`src/rtl/regfile_wb_arbiter.sv`:
```
// Round-robin arbiter sharing the 32 x 16-bit register file write port between
// the ALU writeback (requester 0) and the load-return path (requester 1).
module regfile_wb_arbiter #(
  parameter bit ZERO_RO = 1'b1
) (
  input  logic        clk,
  input  logic        reset,
  input  logic        hold,
  input  logic        req0_valid,
  input  logic [4:0]  req0_idx,
  input  logic [15:0] req0_data,
  output logic        req0_ready,
  input  logic        req1_valid,
  input  logic [4:0]  req1_idx,
  input  logic [15:0] req1_data,
  output logic        req1_ready,
  output logic        rf_w_en,
  output logic [4:0]  rf_w_idx,
  output logic [15:0] rf_w_data,
  output logic        last_grant
);

  // Handshake: a beat moves on requester n at a rising edge where
  // reqn_valid && reqn_ready. Ready is a pure function of hold, both valids,
  // last_grant and reset; valid must never wait on ready, and once raised the
  // requester keeps valid/idx/data stable until its beat is accepted.
  logic        xfer;
  logic        sel;
  logic [4:0]  sel_idx;
  logic [15:0] sel_data;

  always_comb begin
    req0_ready = 1'b0;
    req1_ready = 1'b0;
    if (reset && !hold) begin
      if (req0_valid && req1_valid) begin
        // Contended: the requester that did not win last time goes next.
        if (last_grant) req0_ready = 1'b1;
        else            req1_ready = 1'b1;
      end else if (req0_valid) begin
        req0_ready = 1'b1;
      end else if (req1_valid) begin
        req1_ready = 1'b1;
      end
    end
  end

  always_comb begin
    xfer     = (req0_valid && req0_ready) || (req1_valid && req1_ready);
    sel      = req1_ready;
    sel_idx  = sel ? req1_idx  : req0_idx;
    sel_data = sel ? req1_data : req0_data;
  end

  always_ff @(posedge clk or negedge reset) begin
    if (!reset) begin
      rf_w_en    <= 1'b0;
      rf_w_idx   <= 5'd0;
      rf_w_data  <= 16'd0;
      last_grant <= 1'b1;
    end else begin
      // r0 writes still complete the handshake but never reach the file.
      rf_w_en <= xfer && !(ZERO_RO && (sel_idx == 5'd0));
      if (xfer) begin
        rf_w_idx   <= sel_idx;
        rf_w_data  <= sel_data;
        last_grant <= sel;
      end
    end
  end

endmodule

```
`config.mk`:
```
export PLATFORM = sky130hd
export DESIGN_NAME = regfile_wb_arbiter
export DESIGN_NICKNAME = d
export VERILOG_FILES = /design/src/rtl/regfile_wb_arbiter.sv
export SDC_FILE = /design/constraint.sdc
export NUM_CORES = 1
export LEC_CHECK = 0
export ABC_AREA = 1
export CAP_MARGIN = 20
export CORE_MARGIN = 5
export CORE_UTILIZATION = 30
export CTS_CLUSTER_DIAMETER = 150
export CTS_CLUSTER_SIZE = 8
export DETAILED_ROUTE_END_ITERATION = 10
export PLACE_DENSITY = 0.75
export SETUP_SLACK_MARGIN = 0.3
export SYNTH_ARGS = -nofsm -noshare
export SYNTH_HDL_FRONTEND = slang
export SYNTH_SLANG_ARGS = --single-unit
```
`constraint.sdc`:
```
create_clock -name clk -period 1.6 [get_ports clk]
set_input_delay 0.16 -clock clk [delete_from_list [all_inputs] [get_ports clk]]
set_output_delay 0.16 -clock clk [all_outputs]
set_load 0.005 [all_outputs]
```
==> flow_metrics.env <==
export IMPL_synth_area_leaders="dfrtp_1 48%, nand2_1 15%, a31oi_1 8.7%"
export IMPL_met1_length_mm=1.38
export IMPL_drive_gt1_share_pct=23.6
export IMPL_async_reset_ff_share_pct=100
export IMPL_crit_path_end_kind="output port"
export IMPL_dieArea_sq_um=5190
export IMPL_cts_max_level=1
export IMPL_wl_per_cell_um=12.7
export IMPL_cts_sinks=23
export IMPL_fin_cells=281
export IMPL_fp_dieH_um=72.0
export IMPL_synthCells=142
export IMPL_io_buffers=71
export IMPL_critPathLaunchType="flip-flop"
export IMPL_synthDistinctLibCells=21
export IMPL_num_rows=22
export IMPL_seqCellArea_sq_um=577
export IMPL_ios=72
export IMPL_synth_most_common_cell="nand2_1"
export IMPL_vias=1253
export IMPL_critical_path_slowest_cell="dfstp_2"
export IMPL_postSynthNetCount=189
export IMPL_netlist_area_sq_um=1150
export IMPL_core_sq_um=3690
export IMPL_ant_nets=0
export IMPL_peakVddDrop_v=0.000388
export IMPL_numCtsBuffers=3
export IMPL_multi_input_area_sq_um=541
export IMPL_drt_pass1_iterations=4
export IMPL_cap_violations=0
export IMPL_yosysTopAreaCellShare_pct=47.7
export IMPL_crit_buf_inv=2
export IMPL_critPathKind="reg2out"
export IMPL_p_total_w=0.00171
export IMPL_grt_pass1_vias=1220
export IMPL_required_ns=1.44
export IMPL_timing_final_crit_share_pct=84.1
export IMPL_crit_chain="nand2_4 > nand4_4 > clkinv_2 > buf_2"
export IMPL_hold_class="in2async"
export IMPL_setup_violations=0
export IMPL_ys_seq_area_share_pct=49.9
export IMPL_dp_hpwl_mm=2.65
export IMPL_crit_fanout=3
export IMPL_cts_hold_buf=0
export IMPL_final_hold_viol_count=0
export IMPL_drv_slew=0
export IMPL_clock_latency_ns=0.26
export IMPL_initial_core_util_pct=31.3
export IMPL_route_detailed_drc=0
export IMPL_grt_overflow=0
export IMPL_rsz0062_at_grt="yes"
export IMPL_nNetsFinal=281
export IMPL_synthTopCellsByCount="47 x nand2_1, 22 x dfrtp_1, 17 x nor2_1, 16 x a31oi_1, 10 x inv_1"
export IMPL_cp_top_family="flip-flops"
export IMPL_synth_edff_count=0
export IMPL_whs_ns=0.0995
export IMPL_slowest_delay_ns=0.57
export IMPL_ys_ff_latch=23
export IMPL_highest_signal_layer="met4"
export IMPL_root_buffer="clkbuf_8"
export IMPL_path_clk_slew_ns=0.08
export IMPL_power_per_cell_area_nw_per_um2=768
export IMPL_fp_dieW_um=72.0
export IMPL_yosysWarnings=0
export IMPL_synth_area_leader_cell="dfrtp_1"
export IMPL_fin_crit_ns=1.35
export IMPL_setup_tns_ns=0
export IMPL_gp_congestion=0.684
export IMPL_placedCellCount=266
export IMPL_num_antenna_cells=0
export IMPL_cp_arrival_ns=1.19
export IMPL_wl_met2_mm=1.88
export IMPL_fillCellCount=353
export IMPL_cts_tree="yes"
export IMPL_worst_pin_slew_ns=0.212
export IMPL_drt_iter0_drc=25
export IMPL_relSlewSlack_pct=85.8
export IMPL_grtUsageTotal_pct=13.6
export IMPL_max_freq_mhz=743
export IMPL_grt_start_max_net_pins=24
export IMPL_routed_wl_mm=3.57
export IMPL_via_per_inst=4.46
export IMPL_antenna_found_initial=0
export IMPL_outcome="finished clean"
export IMPL_synth_main_ff_cell="dfrtp_1"
export IMPL_synth_area_per_cell_sq_um=8.13
export IMPL_area_growth_pct=93.1
export IMPL_skew_ns=0.00486
export IMPL_cts_buffer_depth=2
export IMPL_dr_wl_met3_um=299
export IMPL_cellLeakagePower_nw=1.13
export IMPL_grt_pass1_wl_mm=5.50
## path summary, 6_finish.rpt
kind                                              start                        end  slack (ns)  cells after the start
worst max-delay path             last_grant$_DFFE_PN1P_                 req1_ready        0.25                      4
worst min-delay path                              reset   rf_w_data[4]$_DFFE_PN0P_         0.1                      2
worst max register to register   last_grant$_DFFE_PN1P_          rf_w_en$_DFF_PN0_        0.26                      8
worst min register to register  rf_w_idx[3]$_DFFE_PN0P_    rf_w_idx[3]$_DFFE_PN0P_        0.49                      2
max in group asynchronous                         reset     last_grant$_DFFE_PN1P_        1.26                      2
min in group clk                          req1_data[14]  rf_w_data[14]$_DFFE_PN0P_        0.44                      3
## cells in the final DEF, fill, tap and decap left out, types with 2 or more instances in the layout
cell,netlist,routed
a31oi_1,16,16
buf_4,1,18
buf_6,3,2
clkbuf_8,0,3
clkdlybuf4s50_1,0,45
clkinv_2,1,2
dfrtp_1,22,22
dlygate4sd2_1,0,6
dlymetal6s2s_1,0,18
inv_1,10,10
inv_2,2,2
nand2_1,47,38
nand2_2,2,7
nand2_4,1,5
nand4_1,3,3
nor2_1,17,16
nor2_2,1,2
o21ai_1,7,2
o21ai_2,0,5
## sequential cells by signal (all words and copies together) (netlist names)
| name | cells |
|---|---|
| rf_w_idx | 5 |
| rf_w_en | 1 |
| rf_w_data | 16 |
| last_grant | 1 |
## through the flow
step	utilization (%)	instance area (sq um)	setup WS, ns
CTS	56.4	2080	0.184
detailed placement	53.5	1970	-0.147
finish	60.4	2230	0.254
global route	60.4	2230	0.190
floorplan	-	1160	0.307
global placement	53.5	1970	-0.143
## worst reg2reg max path, cell delays in order, from the launching register on
cell and delay [ns]:
dfstp_2 0.57, nand2_4 0.06, nand4_4 0.09, buf_8 0.16
nand2_4 0.05, o21ai_2 0.06, nand2_1 0.08, nor2_2 0.11
nor2_2 0.04
## per-layer routing
metal	vias up	GRT usage, %
met3	2	4.16
met4	0	3.13
met2	37	25.1
li1	642	-
met1	572	15.1
met5	-	0
## kinds of logic (layout without fill, tap and decap cells)
kind of cell / Yosys count / after routing / share of synthesized area (%)
buf+inv: 20 / 111 / 9.21
compound gates: 25 / 25 / 12.6
flops: 23 / 23 / 49.9
simple gates: 74 / 74 / 28.3
## cell type report
type	instances	area share [%]
well taps	48	2.69
inverters	13	2.24
clock buffers	3	1.85
repair buffers	94	42.9
multi-input cells	99	24.2
clock inverters	1	0.224
flip-flops and latches	23	25.9
## what timing repair did
item	in CTS	in global routing
resized for setup	23	31
pin swaps	3	6
setup endpoints to repair	22	40
setup buffers	5	5
gates cloned	0	1
## power breakdown
group	total, W	internal [W]	switching, W
logic	0.000619	0.000385	0.000234
clock network	0.000358	0.000174	0.000185
registers	0.000736	0.000686	0.0000502
total	0.00171	0.00124	0.000469
Note: power is estimated with default switching activity, not from simulation.
